--- src/rtl/fifo_uart_tx.sv ---
// fifo_uart_tx
//   Drain stage for a single-clock 8-bit FIFO. Pops one byte at a time and
//   serialises it as an asynchronous frame: start bit, 8 data bits LSB first,
//   optional even parity, 1 or 2 stop bits. Keeps draining while enabled and
//   the FIFO is non-empty.
//
// Parameters
//   CLKS_PER_BIT : clock cycles per serial bit (2..65535)
//   PARITY_EN    : 1 inserts an even-parity bit after data bit 7
//   STOP_BITS    : number of stop bits (1 or 2)
//
// Ports
//   clk        in   system clock, rising edge
//   rst_n      in   asynchronous active-low reset (deassert synchronously)
//   en         in   permission to start new frames, sampled in IDLE only
//   fifo_empty in   FIFO empty flag
//   fifo_data  in   FIFO registered read data (valid cycle after the pop)
//   fifo_rd_en out  one-cycle pop request
//   tx         out  registered serial line, idle high
//   busy       out  high from the pop cycle through the last stop-bit cycle
//   tx_done    out  one-cycle pulse in the first IDLE cycle after a frame
//   frame_cnt  out  frames completed since reset, wraps at 16 bits
module fifo_uart_tx #(
  parameter int CLKS_PER_BIT = 16,
  parameter int PARITY_EN    = 0,
  parameter int STOP_BITS    = 1
) (
  input  logic        clk,
  input  logic        rst_n,
  input  logic        en,
  input  logic        fifo_empty,
  input  logic [7:0]  fifo_data,
  output logic        fifo_rd_en,
  output logic        tx,
  output logic        busy,
  output logic        tx_done,
  output logic [15:0] frame_cnt
);

  localparam int CW = (CLKS_PER_BIT > 1) ? $clog2(CLKS_PER_BIT) : 1;

  typedef enum logic [2:0] {
    S_IDLE,
    S_FETCH,
    S_START,
    S_DATA,
    S_PARITY,
    S_STOP
  } state_t;

  state_t        state_reg, state_next;
  logic [CW-1:0] baud_reg;
  logic [2:0]    bit_idx_reg;
  logic [7:0]    shreg_reg;
  logic          parity_reg;
  logic          tx_reg;
  logic          tx_done_reg;
  logic [15:0]   frame_cnt_reg;

  logic baud_end;
  logic pop;
  logic stop_end;

  assign baud_end = (baud_reg == CW'(CLKS_PER_BIT - 1));
  // Last cycle of the final stop bit; bit_idx counts stop bits in STOP.
  assign stop_end = (state_reg == S_STOP) && baud_end &&
                    (bit_idx_reg == 3'(STOP_BITS - 1));

  // State register
  always_ff @(posedge clk or negedge rst_n) begin
    if (!rst_n) begin
      state_reg <= S_IDLE;
    end else begin
      state_reg <= state_next;
    end
  end

  // Next-state logic
  always_comb begin
    state_next = state_reg;
    case (state_reg)
      S_IDLE:   if (pop) state_next = S_FETCH;
      S_FETCH:  state_next = S_START;
      S_START:  if (baud_end) state_next = S_DATA;
      S_DATA: begin
        if (baud_end && (bit_idx_reg == 3'd7)) begin
          state_next = (PARITY_EN != 0) ? S_PARITY : S_STOP;
        end
      end
      S_PARITY: if (baud_end) state_next = S_STOP;
      S_STOP:   if (stop_end) state_next = S_IDLE;
      default:  state_next = S_IDLE;
    endcase
  end

  // Output logic. The pop is also gated by rst_n so no request escapes
  // while reset is held.
  always_comb begin
    pop        = (state_reg == S_IDLE) && en && !fifo_empty && rst_n;
    fifo_rd_en = pop;
    busy       = (state_reg != S_IDLE) || pop;
  end

  // Datapath: baud counter, bit index, shift register and line register
  always_ff @(posedge clk or negedge rst_n) begin
    if (!rst_n) begin
      baud_reg      <= '0;
      bit_idx_reg   <= '0;
      shreg_reg     <= '0;
      parity_reg    <= 1'b0;
      tx_reg        <= 1'b1;
      tx_done_reg   <= 1'b0;
      frame_cnt_reg <= '0;
    end else begin
      tx_done_reg <= stop_end;
      if (stop_end) begin
        frame_cnt_reg <= frame_cnt_reg + 16'd1;
      end

      if ((state_reg == S_IDLE) || (state_reg == S_FETCH) || baud_end) begin
        baud_reg <= '0;
      end else begin
        baud_reg <= baud_reg + CW'(1);
      end

      case (state_reg)
        S_IDLE: begin
          tx_reg <= 1'b1;
        end
        S_FETCH: begin
          shreg_reg   <= fifo_data;
          parity_reg  <= ^fifo_data;
          bit_idx_reg <= '0;
          tx_reg      <= 1'b0;
        end
        S_START: begin
          if (baud_end) tx_reg <= shreg_reg[0];
        end
        S_DATA: begin
          if (baud_end) begin
            shreg_reg   <= {1'b0, shreg_reg[7:1]};
            // 3-bit index wraps 7 -> 0, ready to count stop bits.
            bit_idx_reg <= bit_idx_reg + 3'd1;
            if (bit_idx_reg == 3'd7) begin
              tx_reg <= (PARITY_EN != 0) ? parity_reg : 1'b1;
            end else begin
              // shreg_reg[1] becomes bit 0 after this shift.
              tx_reg <= shreg_reg[1];
            end
          end
        end
        S_PARITY: begin
          if (baud_end) tx_reg <= 1'b1;
        end
        S_STOP: begin
          if (baud_end) bit_idx_reg <= bit_idx_reg + 3'd1;
        end
        default: begin
          tx_reg <= 1'b1;
        end
      endcase
    end
  end

  assign tx        = tx_reg;
  assign tx_done   = tx_done_reg;
  assign frame_cnt = frame_cnt_reg;

endmodule

--- config.mk ---
export PLATFORM = sky130hd
export DESIGN_NAME = fifo_uart_tx
export DESIGN_NICKNAME = d
export VERILOG_FILES = /design/src/rtl/fifo_uart_tx.sv
export SDC_FILE = /design/constraint.sdc
export NUM_CORES = 1
export LEC_CHECK = 0
export ABC_AREA = 1
export BUFFER_PORTS_ARGS = -buffer_cell sky130_fd_sc_hd__buf_2
export CORE_UTILIZATION = 40
export DETAILED_ROUTE_END_ITERATION = 16
export GPL_TIMING_DRIVEN = 0
export SKIP_LAST_GASP = 1
export SLEW_MARGIN = 25
export SYNTH_ARGS = -nofsm -noshare
export SYNTH_HDL_FRONTEND = slang
export SYNTH_SLANG_ARGS = --single-unit
--- constraint.sdc ---
create_clock -name clk -period 1.6 [get_ports clk]
set_clock_uncertainty 0.1 [all_clocks]
set_input_delay 0.24 -clock clk [delete_from_list [all_inputs] [get_ports clk]]
set_output_delay 0.24 -clock clk [all_outputs]
set_load 0.03 [all_outputs]
==> impl_metrics.ini <==
[outcome]
result_of_the_run = finished, violations left
failed_checks = negative hold slack

[cells_and_area]
insertedDiodeCount = 0
filler_cell_count = 457
design.final.nets = 319
final_cell_count_no_fill = 370
largest_register_ff_count = 16
mostFrequentLayoutCells = sky130_fd_sc_hd__nand2_1, sky130_fd_sc_hd__dfrtp_1, sky130_fd_sc_hd__buf_2, sky130_fd_sc_hd__inv_1, sky130_fd_sc_hd__nor2_1
syn_to_final_growth_pct = 25.1
layout_cell_share_with_drive_strength_beyond_1 = 0.297
final_common_cell = sky130_fd_sc_hd__nand2_1

[grt]
first_global_vias = 1589
gr-usage-all-layers = 0.179
number_of_antenna_violations_at_the_first_check_in_global_routing = 0
grt_first_pass_wirelength_um = 7220
grt-ovfl-total = 0
maximum_number_of_pins_on_one_net_before_global_route_repair = 38

[clock_tree]
clock_transition_at_the_registers_of_the_reported_paths_ns = 0.08
buffer_cell_driving_the_clock_tree_root = sky130_fd_sc_hd__clkbuf_8
cts_inserted_buffers = 5
clk_latency_ns = 0.29
clock_path_buffers = 2
cts_tree = done
cts_htree_levels = 2
clkSinkCount = 36

[pwr]
power.ir.vdd_worst_v = 0.000528
relative_contribution_of_sequential_cells_to_total_power = 0.568
totalPowerFinal_mw = 1.62
total_leakage_power_nw = 1.28
power.net_switching_mw = 0.382
power.share.clock = 0.400
comb_power_share = 0.032
power_per_cell_area_nw_per_um2 = 645
switching_share = 0.235
internal_power_mw = 1.24

[drt]
via_count = 1733
dr.first_iter.drc_count = 61
drc = 0
via_per_inst = 4.68
detail_route.wl_per_cell_um = 11.5
ant_nets = 0
detail_route.wirelength_um = 4240
drt_pass1_iterations = 4

[yosys]
largest_family_of_logic_cells_by_synthesized_area = simple AND/OR/NAND/NOR gates
synth_top_cells_by_area = sky130_fd_sc_hd__dfrtp_1, sky130_fd_sc_hd__nand2_1, sky130_fd_sc_hd__inv_1
postSynthRegisterBits = 36
synth.mux.area_fraction = 0
synth_xor_area_frac = 0.0392
yosys.area.top_type = sky130_fd_sc_hd__dfrtp_1
synth_simple_gate_area_frac = 0.335
synth-adder-area-share = 0.0311
syn_area_per_cell_um2 = 7.89
synth_largest_type_area_fraction = 0.435
warnings_synthesis = 0
compound_cell_area_share_of_the_yosys_netlist = 0.0796
synth.cell_area_um2 = 2010
sequential_element_share_of_the_synthesized_area = 0.448
synthCells = 255
synth_nets = 272
synth.lib_cells_used.distinct = 29

[critical_path]
critical_path.startpoint = state_reg[1]
cp_data_arrival_time_ns = 1.23
setup.worst_path.class = reg -> out
cell_count_of_the_worst_reg_to_reg_path = 6
crit_path_cell_trace = nor2_4 > inv_2 > nor3_2 > buf_4
cp_data_required_time_ns = 1.26
path_delay_family = flip-flops
regToRegSetupSlack_ns = 0.10
reg2reg_to = frame_cnt[0]
cp-end-kind = output port
worst_setup_path_start_kind = flip-flop
worstPathBufferInverterCount = 2
cpMaxStageDelayCell = sky130_fd_sc_hd__dfrtp_2
worst_r2r_startpoint = baud_reg[0]
critPathMaxStageDelay_ns = 0.45
maximum_fanout_along_the_worst_path = 4

[placement]
finalWeightedCongestion = 0.796
post-place-cells = 353
placement.setup.worst_slack_ns = -0.274
placement.io_buffers = 31
hpwl_dp_um = 2980

[timing]
finalHoldViolCount = 35
fin_worst_hold_slack_ns = -0.265
finalSetupTns_ns = 0
maxClockFrequency_ghz = 0.637
finalSetupViolCount = 0
worst-slew-pin-transition_ns = 0.335
tightest_slew_margin_relative_to_the_limit = 0.777
finalWorstSetupSlack_ns = 0.0298
maxSlewViolCount = 0
min_period_over_period = 0.981
rsz_0062_raised_after_global_routing = yes
fin_crit_ns = 1.57

[floorplan]
fp.dieH_um = 72.9
num_rows = 25
boundaryPins = 32
core_region_area_um2 = 4790
width_of_the_chip_um = 72.9
die_area_um2 = 5320
effective_utilization_at_floorplan = 0.420

[worst_hold_path]
hold_class = in -> async

[run]
cap_viol_max_count = 0
synth_stat cells:
cell type                  number
sky130_fd_sc_hd__a21oi_4        1
sky130_fd_sc_hd__buf_4          1
sky130_fd_sc_hd__nor2_1        24
sky130_fd_sc_hd__nand3_1       13
sky130_fd_sc_hd__o21ai_0       10
sky130_fd_sc_hd__o21ai_1        8
sky130_fd_sc_hd__nand3b_1       3
sky130_fd_sc_hd__nor3_1         2
sky130_fd_sc_hd__nand2_4        1
sky130_fd_sc_hd__nand2_2        5
sky130_fd_sc_hd__nor2_4         2
sky130_fd_sc_hd__a21oi_1        2
sky130_fd_sc_hd__inv_1         29
sky130_fd_sc_hd__ha_1           5
sky130_fd_sc_hd__xnor2_1        2
sky130_fd_sc_hd__xor2_1         7
sky130_fd_sc_hd__nor2_2         4
sky130_fd_sc_hd__nand4_1        6
sky130_fd_sc_hd__a31oi_1        1
sky130_fd_sc_hd__and2_1         1
sky130_fd_sc_hd__buf_6          1
sky130_fd_sc_hd__o211ai_1       5
sky130_fd_sc_hd__dfstp_2        1
sky130_fd_sc_hd__nand3_4        1
sky130_fd_sc_hd__nand3_2        1
sky130_fd_sc_hd__dfrtp_1       35
sky130_fd_sc_hd__inv_2          2
sky130_fd_sc_hd__nand2_1       81
sky130_fd_sc_hd__nor2_8         1
layer usage:
layer | track usage | wire length, um | vias to the layer above
li1 | - | - | 906
met1 | 0.249 | 2150 | 794
met2 | 0.273 | 1910 | 26
met3 | 0.0414 | 127 | 7
met4 | 0.0654 | 52 | 0
met5 | 0 | 0 | -
final cells by class:
class,count,area [um^2],area share
plain buffers,2,18.8,0.00746
clock buffers,5,68.8,0.0273
clock inverters,3,18.8,0.00746
inverters,31,123,0.0487
multi-input cells,186,1060,0.421
flip-flops and latches,36,906,0.360
well taps,67,83.8,0.0333
repair buffers,40,238,0.0945
what timing repair did:
item                                    CTS  global route
endpoints found under the hold margin    35            35
pin swaps                                 2             9
endpoints found under the setup margin    3            21
setup buffers                             5             4
resized for setup                        10            26
how the worst max path moves through the flow:
stage	endpoint	depth (start not counted)	slack, ns
floorplan	frame_cnt[10]	8	0.05
global placement	fifo_rd_en	4	-0.28
detailed placement	fifo_rd_en	4	-0.27
CTS	fifo_rd_en	4	0.007
global route	frame_cnt[11]	9	-0.03
finish	fifo_rd_en	4	0.03
cell families after synthesis:
| group | count (synthesis) |
|---|---|
| buffers and inverters | 33 |
| adder cells (fa/ha/maj) | 5 |
| XOR/XNOR | 9 |
| AO/OA/AOI/OAI | 27 |
| AND/OR/NAND/NOR | 145 |
| flip-flops | 36 |
per-stage QoR:
step	hold WS [ns]	area, um^2	utilization
detailed placement	0.296	2260	0.471
CTS	-0.176	2400	0.501
finish	-0.265	2520	0.526
floorplan	-0.156	2020	-
global route	-0.242	2520	0.526
global placement	0.300	2260	0.471
power groups by stage:
| stage | logic [mW] | registers (mW) | clock network (mW) |
|---|---|---|---|
| after global placement | 0.0531 | 0.940 | 0 |
| after global routing | 0.0619 | 0.924 | 0.709 |
| after detailed placement | 0.0533 | 0.941 | 0 |
| final | 0.0526 | 0.923 | 0.649 |
| after CTS | 0.0543 | 0.922 | 0.669 |
| after floorplan | 0.0147 | 0.943 | 0 |
Note: power is estimated with default switching activity, not from simulation.
